[src/rtl/uart_pkg.sv]
// Shared UART-side types: arbiter state encoding, TxUnit parity/baud encodings, data width.
// No logic of its own; imported by tx_arbiter and its helpers.
package uart_pkg;

    localparam int DATA_W = 8;

    typedef enum logic [1:0] {
        IDLE     = 2'd0,
        LAUNCH   = 2'd1,
        BUSY     = 2'd2,
        COMPLETE = 2'd3
    } arbState_t;

    typedef enum logic [1:0] {
        PAR_NONE = 2'd0,
        PAR_ODD  = 2'd1,
        PAR_EVEN = 2'd2,
        PAR_MARK = 2'd3
    } parityType_t;

    typedef enum logic [1:0] {
        BAUD_2400  = 2'd0,
        BAUD_4800  = 2'd1,
        BAUD_9600  = 2'd2,
        BAUD_19200 = 2'd3
    } baudRate_t;

endpackage

[src/rtl/tx_arbiter_if.sv]
// Requester-side and TxUnit-side bundle around tx_arbiter; master is the arbiter's view.
// Requests are level-held until ReqAck/ReqErr; TxUnit progress is reported by ActiveFlag/DoneFlag.
interface tx_arbiter_if import uart_pkg::*; #(
    parameter int NUM_REQ = 4
) ();
    localparam int IDX_W = $clog2(NUM_REQ);

    logic [NUM_REQ-1:0]        ReqValid;
    logic [NUM_REQ*DATA_W-1:0] ReqData;
    logic [NUM_REQ*2-1:0]      ReqParity;
    logic [NUM_REQ*2-1:0]      ReqBaud;
    logic [NUM_REQ-1:0]        ReqStopBits;
    logic [NUM_REQ-1:0]        ReqDataLength;
    logic [NUM_REQ-1:0]        ReqAck;
    logic [NUM_REQ-1:0]        ReqErr;

    logic                      Send;
    logic [DATA_W-1:0]         DataIn;
    logic [1:0]                ParityType;
    logic [1:0]                BaudRate;
    logic                      StopBits;
    logic                      DataLength;
    logic                      ActiveFlag;
    logic                      DoneFlag;

    logic                      Busy;
    logic [IDX_W-1:0]          GrantIdx;

    modport master (
        input  ReqValid, ReqData, ReqParity, ReqBaud, ReqStopBits, ReqDataLength,
        input  ActiveFlag, DoneFlag,
        output ReqAck, ReqErr,
        output Send, DataIn, ParityType, BaudRate, StopBits, DataLength,
        output Busy, GrantIdx
    );

    modport slave (
        output ReqValid, ReqData, ReqParity, ReqBaud, ReqStopBits, ReqDataLength,
        output ActiveFlag, DoneFlag,
        input  ReqAck, ReqErr,
        input  Send, DataIn, ParityType, BaudRate, StopBits, DataLength,
        input  Busy, GrantIdx
    );

endinterface

[src/rtl/tx_arbiter_rr_picker.sv]
// Combinational round-robin picker: first set request after lastGrant, wrapping to 0.
// Zero latency; no flow control of its own, the caller decides when to consume the winner.
module rr_picker #(
    parameter int NUM_REQ = 4,
    parameter int IDX_W   = $clog2(NUM_REQ)
) (
    input  logic [NUM_REQ-1:0] reqVec,
    input  logic [IDX_W-1:0]   lastGrant,
    output logic [IDX_W-1:0]   winner,
    output logic               any
);

    logic [IDX_W-1:0] cand;

    // Walk from the farthest candidate to the nearest so the nearest one wins.
    always_comb begin
        winner = '0;
        cand   = '0;
        any    = |reqVec;
        for (int k = NUM_REQ; k >= 1; k--) begin
            cand = IDX_W'((int'(lastGrant) + k) % NUM_REQ);
            if (reqVec[cand]) begin
                winner = cand;
            end
        end
    end

endmodule

[src/rtl/tx_arbiter.sv]
// Round-robin owner of one TxUnit: latches a requester's byte+config, launches one frame, acks or aborts.
// Request to Send in one cycle; requesters hold ReqValid until ReqAck/ReqErr, a stuck start is aborted by the watchdog.
module tx_arbiter import uart_pkg::*; #(
    parameter int NUM_REQ       = 4,
    parameter int IDX_W         = $clog2(NUM_REQ),
    parameter int START_TIMEOUT = 1023
) (
    input  logic          Clock,
    input  logic          Reset,
    tx_arbiter_if.master  bus
);

    localparam int WD_W = $clog2(START_TIMEOUT + 1);

    arbState_t          state;
    logic [IDX_W-1:0]   lastGrant;
    logic [IDX_W-1:0]   pickIdx;
    logic               pickAny;
    logic [WD_W-1:0]    wdCnt;
    logic [NUM_REQ-1:0] grantOneHot;

    rr_picker #(
        .NUM_REQ (NUM_REQ),
        .IDX_W   (IDX_W)
    ) uPicker (
        .reqVec    (bus.ReqValid),
        .lastGrant (lastGrant),
        .winner    (pickIdx),
        .any       (pickAny)
    );

    assign grantOneHot = NUM_REQ'(1) << bus.GrantIdx;

    always_ff @(posedge Clock) begin
        if (Reset) begin
            state          <= IDLE;
            lastGrant      <= IDX_W'(NUM_REQ - 1);
            wdCnt          <= '0;
            bus.Send       <= 1'b0;
            bus.ReqAck     <= '0;
            bus.ReqErr     <= '0;
            bus.Busy       <= 1'b0;
            bus.GrantIdx   <= '0;
            bus.DataIn     <= '0;
            bus.ParityType <= '0;
            bus.BaudRate   <= '0;
            bus.StopBits   <= 1'b0;
            bus.DataLength <= 1'b1;
        end else begin
            bus.ReqAck <= '0;
            bus.ReqErr <= '0;
            case (state)
                IDLE: begin
                    if (pickAny) begin
                        state          <= LAUNCH;
                        bus.Send       <= 1'b1;
                        bus.Busy       <= 1'b1;
                        bus.GrantIdx   <= pickIdx;
                        wdCnt          <= '0;
                        bus.DataIn     <= bus.ReqData[DATA_W*int'(pickIdx) +: DATA_W];
                        bus.ParityType <= bus.ReqParity[2*int'(pickIdx) +: 2];
                        bus.BaudRate   <= bus.ReqBaud[2*int'(pickIdx) +: 2];
                        bus.StopBits   <= bus.ReqStopBits[pickIdx];
                        bus.DataLength <= bus.ReqDataLength[pickIdx];
                    end
                end
                LAUNCH: begin
                    // wdCnt holds the LAUNCH cycles already spent; this one is number wdCnt+1.
                    if (bus.ActiveFlag) begin
                        state    <= BUSY;
                        bus.Send <= 1'b0;
                    end else if (int'(wdCnt) + 1 == START_TIMEOUT) begin
                        state      <= IDLE;
                        bus.Send   <= 1'b0;
                        bus.Busy   <= 1'b0;
                        bus.ReqErr <= grantOneHot;
                        lastGrant  <= bus.GrantIdx;
                    end else begin
                        wdCnt <= wdCnt + 1'b1;
                    end
                end
                BUSY: begin
                    if (bus.DoneFlag) begin
                        state      <= COMPLETE;
                        bus.ReqAck <= grantOneHot;
                        lastGrant  <= bus.GrantIdx;
                    end
                end
                COMPLETE: begin
                    state    <= IDLE;
                    bus.Busy <= 1'b0;
                end
                default: begin
                    state    <= IDLE;
                    bus.Busy <= 1'b0;
                    bus.Send <= 1'b0;
                end
            endcase
        end
    end

endmodule

[src/flat_wrapper.sv]
// flat-port wrapper written by rule: the top's interface ports become plain ports
module tx_arbiter_flat import uart_pkg::*;
#(
    parameter int NUM_REQ       = 4,
    parameter int IDX_W         = $clog2(NUM_REQ),
    parameter int START_TIMEOUT = 1023
)
  (Clock, Reset, bus_ReqValid, bus_ReqData, bus_ReqParity, bus_ReqBaud, bus_ReqStopBits, bus_ReqDataLength, bus_ActiveFlag, bus_DoneFlag, bus_ReqAck, bus_ReqErr, bus_Send, bus_DataIn, bus_ParityType, bus_BaudRate, bus_StopBits, bus_DataLength, bus_Busy, bus_GrantIdx);
  tx_arbiter_if #(.NUM_REQ(NUM_REQ)) bus_i ();
  input  logic Clock;
  input  logic Reset;
  input wire logic [$bits(bus_i.ReqValid)-1:0] bus_ReqValid;
  input wire logic [$bits(bus_i.ReqData)-1:0] bus_ReqData;
  input wire logic [$bits(bus_i.ReqParity)-1:0] bus_ReqParity;
  input wire logic [$bits(bus_i.ReqBaud)-1:0] bus_ReqBaud;
  input wire logic [$bits(bus_i.ReqStopBits)-1:0] bus_ReqStopBits;
  input wire logic [$bits(bus_i.ReqDataLength)-1:0] bus_ReqDataLength;
  input wire logic [$bits(bus_i.ActiveFlag)-1:0] bus_ActiveFlag;
  input wire logic [$bits(bus_i.DoneFlag)-1:0] bus_DoneFlag;
  output wire logic [$bits(bus_i.ReqAck)-1:0] bus_ReqAck;
  output wire logic [$bits(bus_i.ReqErr)-1:0] bus_ReqErr;
  output wire logic [$bits(bus_i.Send)-1:0] bus_Send;
  output wire logic [$bits(bus_i.DataIn)-1:0] bus_DataIn;
  output wire logic [$bits(bus_i.ParityType)-1:0] bus_ParityType;
  output wire logic [$bits(bus_i.BaudRate)-1:0] bus_BaudRate;
  output wire logic [$bits(bus_i.StopBits)-1:0] bus_StopBits;
  output wire logic [$bits(bus_i.DataLength)-1:0] bus_DataLength;
  output wire logic [$bits(bus_i.Busy)-1:0] bus_Busy;
  output wire logic [$bits(bus_i.GrantIdx)-1:0] bus_GrantIdx;
  assign bus_i.ReqValid = bus_ReqValid;
  assign bus_i.ReqData = bus_ReqData;
  assign bus_i.ReqParity = bus_ReqParity;
  assign bus_i.ReqBaud = bus_ReqBaud;
  assign bus_i.ReqStopBits = bus_ReqStopBits;
  assign bus_i.ReqDataLength = bus_ReqDataLength;
  assign bus_i.ActiveFlag = bus_ActiveFlag;
  assign bus_i.DoneFlag = bus_DoneFlag;
  assign bus_ReqAck = bus_i.ReqAck;
  assign bus_ReqErr = bus_i.ReqErr;
  assign bus_Send = bus_i.Send;
  assign bus_DataIn = bus_i.DataIn;
  assign bus_ParityType = bus_i.ParityType;
  assign bus_BaudRate = bus_i.BaudRate;
  assign bus_StopBits = bus_i.StopBits;
  assign bus_DataLength = bus_i.DataLength;
  assign bus_Busy = bus_i.Busy;
  assign bus_GrantIdx = bus_i.GrantIdx;
  tx_arbiter #(.NUM_REQ(NUM_REQ), .IDX_W(IDX_W), .START_TIMEOUT(START_TIMEOUT)) u_core (.Clock(Clock), .Reset(Reset), .bus(bus_i));
endmodule
[config.mk]
export PLATFORM = sky130hd
export DESIGN_NAME = tx_arbiter_flat
export DESIGN_NICKNAME = d
export VERILOG_FILES = /design/src/rtl/uart_pkg.sv /design/src/rtl/tx_arbiter_if.sv /design/src/rtl/tx_arbiter_rr_picker.sv /design/src/rtl/tx_arbiter.sv /design/src/flat_wrapper.sv
export SDC_FILE = /design/constraint.sdc
export NUM_CORES = 1
export LEC_CHECK = 0
export ABC_AREA = 1
export BUFFER_PORTS_ARGS = -buffer_cell sky130_fd_sc_hd__buf_2
export CAP_MARGIN = 25
export CORE_MARGIN = 2
export CORE_UTILIZATION = 40
export CTS_CLUSTER_DIAMETER = 50
export DETAILED_ROUTE_END_ITERATION = 7
export GPL_ROUTABILITY_DRIVEN = 0
export HOLD_SLACK_MARGIN = 0.1
export PLACE_DENSITY_LB_ADDON = 0.3
export SYNTH_ARGS = -nofsm -noshare
export SYNTH_HDL_FRONTEND = slang
export SYNTH_SLANG_ARGS = --single-unit
[constraint.sdc]
create_clock -name Clock -period 4.2 [get_ports Clock]
set_clock_uncertainty 0.2 [all_clocks]
set_input_delay 0.42 -clock Clock [delete_from_list [all_inputs] [get_ports Clock]]
set_output_delay 0.42 -clock Clock [all_outputs]
set_load 0.02 [all_outputs]
==> impl_metrics.sql, run 1 <==
INSERT INTO impl_metrics (metric_group, metric, value, unit) VALUES
('synth', 'synthDistinctLibCells', '30', ''),
('layout', 'antennaDiodeCount', '0', ''),
('synth', 'yosys-top-cells-count', 'sky130_fd_sc_hd__nand2_1, sky130_fd_sc_hd__nand3_1, sky130_fd_sc_hd__inv_1', ''),
('pwr', 'cellInternalPower', '713', 'µW'),
('run', 'cap_violations', '0', ''),
('hold_path', 'hold_path_class', 'primary input to register', ''),
('route', 'drtPass1Iterations', '4', ''),
('place', 'place_hpwl', '5.45', 'mm'),
('worst_setup_path', 'kind_of_cell_adding_the_most_delay_to_the_critical_path', 'simple AND/OR/NAND/NOR gates', ''),
('pwr', 'totalPowerFinal', '1210', 'µW'),
('pwr', 'power.switching', '500', 'µW'),
('status', 'outcome', 'complete, no violations', ''),
('clock_tree', 'latest_clock_arrival_within_the_worst_skew_pair', '300', 'ps'),
('route', 'detailedRoute.firstIterationViolations', '142', ''),
('synth', 'syn-cell-area', '2820', 'µm²'),
('clock_tree', 'clock_sinks', '40', ''),
('floorplan', 'die_height', '87.9', 'µm'),
('worst_setup_path', 'required', '4200', 'ps'),
('worst_setup_path', 'max_stage_delay', '870', 'ps'),
('floorplan', 'core', '6790', 'µm²'),
('pwr', 'p_sw_frac', '0.412', ''),
('place', 'place_area', '3250', 'µm²'),
('timing', 'worst_slack', '1100', 'ps'),
('timing', 'tightestPinTransition', '886', 'ps'),
('worst_setup_path', 'worstSetupEndpointType', 'register', ''),
('worst_setup_path', 'crit_cells', '13', ''),
('timing', 'rsz0062_at_grt', 'no', ''),
('route', 'detail_route.drc_violations', '0', ''),
('worst_setup_path', 'critical_path.reg2reg.endpoint', 'u_core.bus.DataIn[1]', ''),
('layout', 'num-nets-final', '615', ''),
('floorplan', 'ios', '90', ''),
('worst_setup_path', 'setup.worst_path.start_class', 'register', ''),
('floorplan', 'fp.dieW', '87.9', 'µm'),
('worst_setup_path', 'cp_slowest_cell', 'sky130_fd_sc_hd__nand2_1', ''),
('worst_setup_path', 'crit_arrival', '3100', 'ps'),
('floorplan', 'fp.dieArea', '7720', 'µm²'),
('clock_tree', 'clk_path_buf_depth', '2', ''),
('clock_tree', 'cts_tree', 'built', ''),
('worst_setup_path', 'buffers_and_inverters_on_the_worst_path', '3', ''),
('pwr', 'clockPowerShare', '0.212', ''),
('timing', 'timing.final.crit_period', '3100', 'ps'),
('global_route', 'grt_pass1_wl', '11.5', 'mm'),
('pwr', 'static-leakage-power', '0.00196', 'µW'),
('route', 'num_vias', '3085', ''),
('clock_tree', 'cts_bufs_inserted', '5', ''),
('pwr', 'irDropWorstVdd', '0.137', 'mV'),
('layout', 'layout_cell_share_with_drive_strength_beyond_1', '0.224', ''),
('place', 'pre_cts_ws', '1140', 'ps'),
('clock_tree', 'cts_resized', '0', ''),
('global_route', 'grt_max_degree', '30', ''),
('pwr', 'comb_power_share', '0.398', ''),
('clock_tree', 'cts-root-buf', 'sky130_fd_sc_hd__clkbuf_8', ''),
('synth', 'ys_async_sr_fraction', '0', ''),
('timing', 'post-route-period-util', '0.738', ''),
('worst_setup_path', 'cp_common_cell', 'sky130_fd_sc_hd__nand2_1', ''),
('clock_tree', 'post_cts_repair_timing_setup_buffer_count', '0', ''),
('synth', 'yosysWarnings', '0', ''),
('floorplan', 'initial_core_util', '0.414', ''),
('layout', 'final_area', '3330', 'µm²'),
('global_route', 'grt.overflow.total', '0', ''),
('clock_tree', 'h_tree_lvls', '2', ''),
('synth', 'synth_flop_cell', 'sky130_fd_sc_hd__dfxtp_1', ''),
('timing', 'final_hold_viol_count', '0', ''),
('clock_tree', 'cts_hold_buf', '0', ''),
('pwr', 'cellPowerDensity', '364', 'nW/µm²'),
('synth', 'register_area_share_after_synthesis', '0.284', ''),
('worst_setup_path', 'crit_path_max_fanout', '29', ''),
('synth', 'synth_top_cell_area_share', '0.284', ''),
('synth', 'yosysMostFrequentCell', 'sky130_fd_sc_hd__nand2_1', ''),
('synth', 'synth_enable_flop_cells', '0', ''),
('timing', 'max_freq', '323', 'MHz');
[registers in the layout, summed over array words and instances (netlist names), named ones only]
register               count
u_core.bus.BaudRate        2
u_core.bus.Busy            1
u_core.bus.DataIn          8
u_core.bus.DataLength      1
u_core.bus.GrantIdx        2
u_core.bus.ParityType      2
u_core.bus.ReqAck          4
u_core.bus.ReqErr          4
u_core.bus.Send            1
u_core.bus.StopBits        1
u_core.lastGrant           2
u_core.state               1
u_core.wdCnt              10
[routing by layer]
metal	part of all wire	GRT usage	up-vias	routed length, µm
met5	0	0	-	0
met4	0.014	0.0545	0	100
met3	0.061	0.0443	10	447
met2	0.45	0.295	111	3290
met1	0.47	0.257	1356	3450
li1	-	-	1608	-
[stage by stage]
| stage | instances | hold WS (ps) |
|---|---|---|
| 3_3_place_gp | 638 | 257 |
| 2_1_floorplan | 472 | 245 |
| 5_1_grt | 646 | 203 |
| 4_1_cts | 646 | 187 |
| 3_5_place_dp | 638 | 264 |
| 6_report | 646 | 186 |
[power groups by stage]
| stage | clock (µW) | sequential [µW] | combinational [µW] |
|---|---|---|---|
| after floorplan | 0 | 508 | 343 |
| after global placement | 0 | 480 | 474 |
| after detailed placement | 0 | 480 | 480 |
| after CTS | 263 | 472 | 481 |
| after global routing | 283 | 480 | 545 |
| final | 258 | 473 | 482 |
[worst min path at each step]
stage                              start                     to  slack (ps)  cells after the start
detailed placement       u_core.wdCnt[9]        u_core.wdCnt[9]         260                      2
global route        bus_ReqDataLength[3]  u_core.bus.DataLength         200                      3
CTS                 bus_ReqDataLength[3]  u_core.bus.DataLength         190                      3
finish              bus_ReqDataLength[3]  u_core.bus.DataLength         190                      3
global placement         u_core.bus.Send        u_core.bus.Send         260                      2
floorplan                u_core.wdCnt[9]        u_core.wdCnt[9]         250                      2
[worst min-delay path, stage by stage]
cell and delay [ps]:
sky130_fd_sc_hd__buf_2 90, sky130_fd_sc_hd__a21oi_1 40, sky130_fd_sc_hd__o21ai_1 110
[cell usage in the layout (no fill, tap or decap), drive strengths merged]
cell type	instances
clkbuf	5
o21bai	1
o21ai	7
clkinv	3
buf	90
xor2	1
nor2	41
nand4	6
a21oi	16
a21boi	1
dfxtp	40
inv	96
nor3	6
a211oi	1
a31oi	1
or2	2
ha	2
nand3	95
nand2	132
nand3b	4
[cells by family (layout without fill, tap and decap cells)]
| kind of cell | count (synthesis) | in the layout | synth area share |
|---|---|---|---|
| xor gates and xnor gates | 1 | 1 | 0.00311 |
| adders and majority gates | 2 | 2 | 0.00889 |
| AOI/OAI and AO/OA | 27 | 27 | 0.0653 |
| buffers and inverters | 116 | 194 | 0.178 |
| DFF | 40 | 40 | 0.284 |
| and+or+nand+nor | 286 | 286 | 0.460 |
[layout make-up]
class	instances	area, µm²
Tap cell	96	120
Multi-Input combinational cell	316	1510
Clock inverter	3	18.8
Fill cell	718	3460
Inverter	96	360
Timing Repair Buffer	90	453
Sequential cell	40	801
Clock buffer	5	68.8
(Power assumes the default switching activity.)
==> run 2, diff against run 1 <==
==> constraint.sdc (replaced) <==
create_clock -name Clock -period 2.9 [get_ports Clock]
set_clock_uncertainty 0.2 [all_clocks]
set_input_delay 0.29 -clock Clock [delete_from_list [all_inputs] [get_ports Clock]]
set_output_delay 0.29 -clock Clock [all_outputs]
set_load 0.02 [all_outputs]
==> impl_metrics.sql, run 2 (synthesis results as in run 1) <==
INSERT INTO impl_metrics (metric_group, metric, value, unit) VALUES
('clock_tree', 'cts-root-buf', 'sky130_fd_sc_hd__clkbuf_8', ''),
('clock_tree', 'h_tree_lvls', '2', ''),
('floorplan', 'initial_core_util', '0.414', ''),
('timing', 'timing.final.max_slew_violations', '0', ''),
('floorplan', 'die_height', '87.9', 'µm'),
('place', 'placement.io_buffers', '89', ''),
('worst_setup_path', 'setup.worst_path.start_class', 'register', ''),
('floorplan', 'core', '6790', 'µm²'),
('hold_path', 'worst_hold_startpoint', 'Reset', ''),
('timing', 'final_hold_viol_count', '0', ''),
('place', 'numPlacedInstances', '643', ''),
('layout', 'areaGrowthSynthToFinish', '21.5', '%'),
('clock_tree', 'post_cts_repair_timing_setup_buffer_count', '0', ''),
('worst_setup_path', 'worst_r2r_startpoint', 'u_core.lastGrant[0]', ''),
('layout', 'final_cell_count_no_fill', '653', ''),
('timing', 'post-route-period-util', '0.920', ''),
('clock_tree', 'clock_sinks', '40', ''),
('worst_setup_path', 'worstSetupEndpointType', 'register', ''),
('route', 'detailedRoute.firstIterationViolations', '158', ''),
('worst_setup_path', 'crit_path_start', 'u_core.lastGrant[0]', ''),
('run', 'cap_violations', '0', ''),
('layout', 'fillers', '694', ''),
('route', 'detail_route.drc_violations', '0', ''),
('clock_tree', 'cts_bufs_inserted', '5', ''),
('worst_setup_path', 'crit_arrival', '2700', 'ps'),
('route', 'detail-route-antenna-nets', '0', ''),
('place', 'place_area', '3280', 'µm²'),
('timing', 'maxSlewHeadroom', '0.516', ''),
('timing', 'whs', '154', 'ps'),
('global_route', 'antenna_found_initial', '0', ''),
('timing', 'fin_tns_setup', '0', 'ps'),
('route', 'drtPass1Iterations', '4', ''),
('pwr', 'totalPowerFinal', '1870', 'µW'),
('clock_tree', 'latest_clock_arrival_within_the_worst_skew_pair', '300', 'ps'),
('pwr', 'irDropWorstVdd', '0.300', 'mV'),
('global_route', 'grt_max_degree', '30', ''),
('timing', 'setup_viol', '0', ''),
('layout', 'antennaDiodeCount', '0', ''),
('place', 'place_hpwl', '5.47', 'mm'),
('worst_setup_path', 'required', '2940', 'ps'),
('layout', 'final_area', '3420', 'µm²'),
('timing', 'tightestPinTransition', '725', 'ps'),
('pwr', 'cellPowerDensity', '545', 'nW/µm²'),
('route', 'num_vias', '3054', ''),
('floorplan', 'fp.dieW', '87.9', 'µm'),
('pwr', 'static-leakage-power', '0.00200', 'µW'),
('floorplan', 'fp.dieArea', '7720', 'µm²'),
('layout', 'num-nets-final', '622', ''),
('worst_setup_path', 'crit_path_max_fanout', '28', ''),
('layout', 'largest_reg_flops', '10', ''),
('timing', 'rsz0062_at_grt', 'no', ''),
('layout', 'layout.area.seq', '801', 'µm²'),
('floorplan', 'rows', '30', ''),
('global_route', 'grt_util_all_layers', '0.191', ''),
('hold_path', 'hold_path_class', 'primary input to register', ''),
('route', 'wl_per_cell', '11.0', 'µm'),
('layout', 'registers.top_by_ff_count', 'u_core.wdCnt', ''),
('global_route', 'grt.overflow.total', '0', ''),
('clock_tree', 'path_clk_slew', '80', 'ps'),
('route', 'vias_cell', '4.68', ''),
('worst_setup_path', 'timing_worst_setup_path_type', 'register to register', ''),
('floorplan', 'ios', '90', ''),
('timing', 'max_freq', '375', 'MHz'),
('clock_tree', 'clk_path_buf_depth', '2', ''),
('layout', 'reg.largest.list', 'u_core.wdCnt (10), u_core.bus.DataIn (8)', ''),
('status', 'outcome', 'complete, no violations', ''),
('route', 'wirelength', '7.18', 'mm'),
('clock_tree', 'cts_tree', 'built', ''),
('layout', 'layout.cells.most_common_list', 'sky130_fd_sc_hd__nand2_1, sky130_fd_sc_hd__nand3_1, sky130_fd_sc_hd__inv_1', ''),
('timing', 'timing.final.crit_period', '2670', 'ps'),
('layout', 'mostFrequentLayoutCell', 'sky130_fd_sc_hd__nand2_1', ''),
('global_route', 'first_global_vias', '2773', ''),
('layout', 'layout_cell_share_with_drive_strength_beyond_1', '0.230', ''),
('layout', 'multi_input_comb_area', '1510', 'µm²'),
('global_route', 'grt_pass1_wl', '11.9', 'mm');
-- run 2: final cells by class --
class	instances	area share
Tap cell	96	0.0351
Multi-Input combinational cell	316	0.442
Timing Repair Buffer	97	0.149
Sequential cell	40	0.234
Clock inverter	3	0.0139
Inverter	96	0.105
Clock buffer	5	0.0201
-- run 2: routing by layer --
layer | part of all wire | track usage | vias up | routed length (µm)
li1 | - | - | 1621 | -
met1 | 0.46 | 0.237 | 1329 | 3290
met2 | 0.46 | 0.331 | 94 | 3330
met3 | 0.063 | 0.0424 | 10 | 449
met4 | 0.014 | 0.0573 | 0 | 102
met5 | 0 | 0 | - | 0
-- run 2: path summary, 6_finish.rpt --
kind | end | slack (ps) | cells past startpoint
worst max-delay path | u_core.bus.DataLength | 230 | 14
worst min-delay path | register | 150 | 2
worst max register to register | u_core.bus.DataLength | 230 | 14
worst min register to register | u_core.bus.Send | 280 | 2
-- run 2: repair_timing --
item,in CTS,in global routing
resized for setup,0,0
endpoints found under the hold margin,1,0
hold buffers,2,0
-- run 2: power by group --
part / internal [µW] / switching [µW] / total (µW)
sequential: 619 / 66.8 / 686
combinational: 261 / 452 / 713
clock: 259 / 208 / 467
-- run 2: per-stage QoR --
step / util / setup WS (ps)
CTS: 0.503 / 254
floorplan: - / 919
detailed placement: 0.483 / 633
global route: 0.503 / 41.3
global placement: 0.483 / 726
finish: 0.503 / 232
-- run 2: critical path, cell delays in order (launching register included) --
cell,delay [ps]
sky130_fd_sc_hd__dfxtp_1,530
sky130_fd_sc_hd__inv_2,140
sky130_fd_sc_hd__nand2_1,120
sky130_fd_sc_hd__nand3_1,70
sky130_fd_sc_hd__nand2_1,70
sky130_fd_sc_hd__inv_1,40
sky130_fd_sc_hd__nand2_1,80
sky130_fd_sc_hd__nand2_1,70
sky130_fd_sc_hd__nand2_2,60
sky130_fd_sc_hd__buf_4,280
sky130_fd_sc_hd__nand3_1,130
sky130_fd_sc_hd__nand2_1,120
sky130_fd_sc_hd__a21boi_1,60
sky130_fd_sc_hd__o21ai_1,90
sky130_fd_sc_hd__dlygate4sd3_1,540
==> run 3, diff against run 2 <==
--- a/config.mk
+++ b/config.mk
@@ -8,13 +8,13 @@
 export ABC_AREA = 1
 export BUFFER_PORTS_ARGS = -buffer_cell sky130_fd_sc_hd__buf_2
 export CAP_MARGIN = 25
-export CORE_MARGIN = 2
 export CORE_UTILIZATION = 40
 export CTS_CLUSTER_DIAMETER = 50
 export DETAILED_ROUTE_END_ITERATION = 7
 export GPL_ROUTABILITY_DRIVEN = 0
 export HOLD_SLACK_MARGIN = 0.1
 export PLACE_DENSITY_LB_ADDON = 0.3
+export SETUP_SLACK_MARGIN = 0.5
 export SYNTH_ARGS = -nofsm -noshare
 export SYNTH_HDL_FRONTEND = slang
 export SYNTH_SLANG_ARGS = --single-unit
==> constraint.sdc (replaced) <==
create_clock -name Clock -period 2.7 [get_ports Clock]
set_clock_uncertainty 0.2 [all_clocks]
set_input_delay 0.27 -clock Clock [delete_from_list [all_inputs] [get_ports Clock]]
set_output_delay 0.27 -clock Clock [all_outputs]
set_load 0.02 [all_outputs]
==> impl_metrics.sql, run 3 (synthesis results as in run 1) <==
INSERT INTO impl_metrics (metric_group, metric, value, unit) VALUES
('timing', 'worst_slack', '659', 'ps'),
('pwr', 'power.sequential.fraction', '0.357', ''),
('worst_setup_path', 'max_stage_delay', '410', 'ps'),
('global_route', 'grt_pass1_wl', '11.9', 'mm'),
('worst_setup_path', 'timing_worst_setup_path_type', 'register to register', ''),
('worst_setup_path', 'worstPathCellList', 'inv_4 -> nand2_1 -> nand2_1 -> nand2_1 -> nand2_1 -> a21oi_4 -> inv_2 -> nor2_4 -> nand3_1 -> nand3_1 -> nand2_1 -> inv_1', ''),
('place', 'placement.io_buffers', '89', ''),
('floorplan', 'core', '6790', 'µm²'),
('clock_tree', 'latest_clock_arrival_within_the_worst_skew_pair', '300', 'ps'),
('route', 'num_vias', '3105', ''),
('worst_setup_path', 'crit_path_max_fanout', '9', ''),
('worst_setup_path', 'required', '2750', 'ps'),
('hold_path', 'hold_path_class', 'primary input to register', ''),
('worst_setup_path', 'reg2reg_slack', '660', 'ps'),
('worst_setup_path', 'setup.worst_path.start_class', 'register', ''),
('clock_tree', 'cts_bufs_inserted', '5', ''),
('floorplan', 'fp.dieW', '85.9', 'µm'),
('global_route', 'grt.overflow.total', '0', ''),
('worst_setup_path', 'buffers_and_inverters_on_the_worst_path', '3', ''),
('layout', 'areaGrowthSynthToFinish', '25.2', '%'),
('place', 'place_hpwl', '5.55', 'mm'),
('worst_setup_path', 'cp_common_cell', 'sky130_fd_sc_hd__nand2_1', ''),
('worst_setup_path', 'crit_arrival', '2090', 'ps'),
('floorplan', 'rows', '30', ''),
('clock_tree', 'h_tree_lvls', '2', ''),
('timing', 'maxSlewHeadroom', '0.711', ''),
('pwr', 'power.switching', '804', 'µW'),
('clock_tree', 'cts-root-buf', 'sky130_fd_sc_hd__clkbuf_8', ''),
('pwr', 'clockPowerShare', '0.248', ''),
('timing', 'fin_tns_setup', '0', 'ps'),
('floorplan', 'die_height', '85.9', 'µm'),
('global_route', 'first_global_vias', '2770', ''),
('route', 'wirelength', '7.37', 'mm'),
('worst_setup_path', 'cp_slowest_cell', 'sky130_fd_sc_hd__dfxtp_4', ''),
('worst_setup_path', 'kind_of_cell_adding_the_most_delay_to_the_critical_path', 'simple AND/OR/NAND/NOR gates', ''),
('layout', 'num-nets-final', '626', ''),
('global_route', 'antenna_found_initial', '0', ''),
('layout', 'largest_reg_flops', '10', ''),
('clock_tree', 'clk_path_buf_depth', '2', ''),
('run', 'cap_violations', '0', ''),
('worst_setup_path', 'worstSetupEndpointType', 'register', ''),
('pwr', 'cellInternalPower', '1260', 'µW'),
('clock_tree', 'cts_tree', 'built', ''),
('place', 'pre_cts_ws', '372', 'ps'),
('layout', 'fillers', '705', ''),
('timing', 'post-route-period-util', '0.756', ''),
('timing', 'setup_viol', '0', ''),
('layout', 'registers.top_by_ff_count', 'u_core.wdCnt', ''),
('timing', 'timing.final.max_slew_violations', '0', ''),
('global_route', 'grt_util_all_layers', '0.201', ''),
('route', 'detailedRoute.firstIterationViolations', '116', ''),
('pwr', 'irDropWorstVdd', '0.275', 'mV'),
('layout', 'antennaDiodeCount', '0', ''),
('layout', 'layout_cell_share_with_drive_strength_beyond_1', '0.250', ''),
('pwr', 'comb_power_share', '0.396', ''),
('route', 'detail_route.drc_violations', '0', ''),
('layout', 'reg.largest.list', 'u_core.wdCnt (10), u_core.bus.DataIn (8)', ''),
('timing', 'rsz0062_at_grt', 'no', ''),
('timing', 'final_hold_viol_count', '0', ''),
('pwr', 'cellPowerDensity', '585', 'nW/µm²'),
('layout', 'mostFrequentLayoutCell', 'sky130_fd_sc_hd__nand2_1', ''),
('route', 'vias_cell', '4.73', ''),
('route', 'drtPass1Iterations', '4', ''),
('timing', 'max_freq', '490', 'MHz'),
('timing', 'timing.final.crit_period', '2040', 'ps'),
('floorplan', 'fp.dieArea', '7380', 'µm²'),
('global_route', 'grt_max_degree', '30', ''),
('route', 'detail-route-antenna-nets', '0', ''),
('clock_tree', 'path_clk_slew', '80', 'ps'),
('clock_tree', 'clock_sinks', '40', ''),
('floorplan', 'initial_core_util', '0.414', ''),
('floorplan', 'ios', '90', ''),
('pwr', 'p_sw_frac', '0.390', ''),
('status', 'outcome', 'complete, no violations', ''),
('pwr', 'static-leakage-power', '0.00205', 'µW'),
('route', 'wl_per_cell', '11.2', 'µm'),
('layout', 'layout.cells.most_common_list', 'sky130_fd_sc_hd__nand2_1, sky130_fd_sc_hd__nand3_1, sky130_fd_sc_hd__inv_1', ''),
('timing', 'tightestPinTransition', '433', 'ps');
==> run 3: cell count changes in the layout (fill, tap and decap cells not counted), moves of 2 or more <==
cell / before / now
sky130_fd_sc_hd__dfxtp_1: 40 / 36
sky130_fd_sc_hd__buf_12: 0 / 2
sky130_fd_sc_hd__dfxtp_2: 0 / 2
sky130_fd_sc_hd__dfxtp_4: 0 / 2
sky130_fd_sc_hd__nand2_1: 127 / 125
sky130_fd_sc_hd__nor2_1: 38 / 36
sky130_fd_sc_hd__nor2_2: 0 / 2
==> run 3: final cells by class <==
type / count / area, µm² / area share
multi-input combinational: 316 / 1530 / 0.433
timing repair buffer: 101 / 587 / 0.166
clock buffer: 5 / 68.8 / 0.0195
tap: 96 / 120 / 0.0341
sequential: 40 / 811 / 0.230
clock inverter: 3 / 47.5 / 0.0135
inverter: 96 / 363 / 0.103
==> run 3: timing repair <==
action / in CTS / in global routing
gates resized for setup: 3 / 13
hold buffers: 2 / 0
buffers inserted: 1 / 1
endpoints found under the setup margin: 25 / 31
cloned: 0 / 1
hold endpoints to repair: 1 / 0
pin swaps: 0 / 1
==> run 3: routing by layer <==
layer	vias to the layer above	global-route usage	share of wire
li1	1632	-	-
met1	1365	0.248	0.45
met2	94	0.341	0.48
met3	14	0.0433	0.049
met4	0	0.0788	0.022
met5	-	0	0
==> run 3: path summary, 6_finish.rpt <==
check | from | to | cells past startpoint
worst max register to register | u_core.lastGrant[0] | u_core.bus.StopBits | 12
worst min-delay path | bus_ReqDataLength[1] | u_core.bus.DataLength | 5
worst max-delay path | u_core.lastGrant[0] | u_core.bus.StopBits | 12
worst min register to register | u_core.bus.Send | u_core.bus.Send | 2
==> run 3: stage by stage <==
stage               total power (µW)  hold WS, ps  std cells   util  instance area [µm²]
floorplan                       1320          226        472      -                 2820
global placement                1500          255        644  0.485                 3290
detailed placement              1510          267        644  0.485                 3290
CTS                             2030          110        655  0.508                 3450
global route                    2220          133        657  0.519                 3520
finish                          2060          119        657  0.519                 3520
==> run 3: tightest hold or removal path: cells and delay by family <==
family / cells / cell delay, ps
AOI/OAI and AO/OA: 2 / 120
buffers and inverters: 1 / 80
and+or+nand+nor: 2 / 120
==> run 3: power by group through the flow <==
stage / Clock [µW] / Sequential, µW / Combinational [µW]
4_1_cts: 523 / 734 / 774
6_report: 511 / 736 / 817
5_1_grt: 553 / 747 / 916
3_5_place_dp: 0 / 746 / 765
2_1_floorplan: 0 / 790 / 534
3_3_place_gp: 0 / 746 / 753
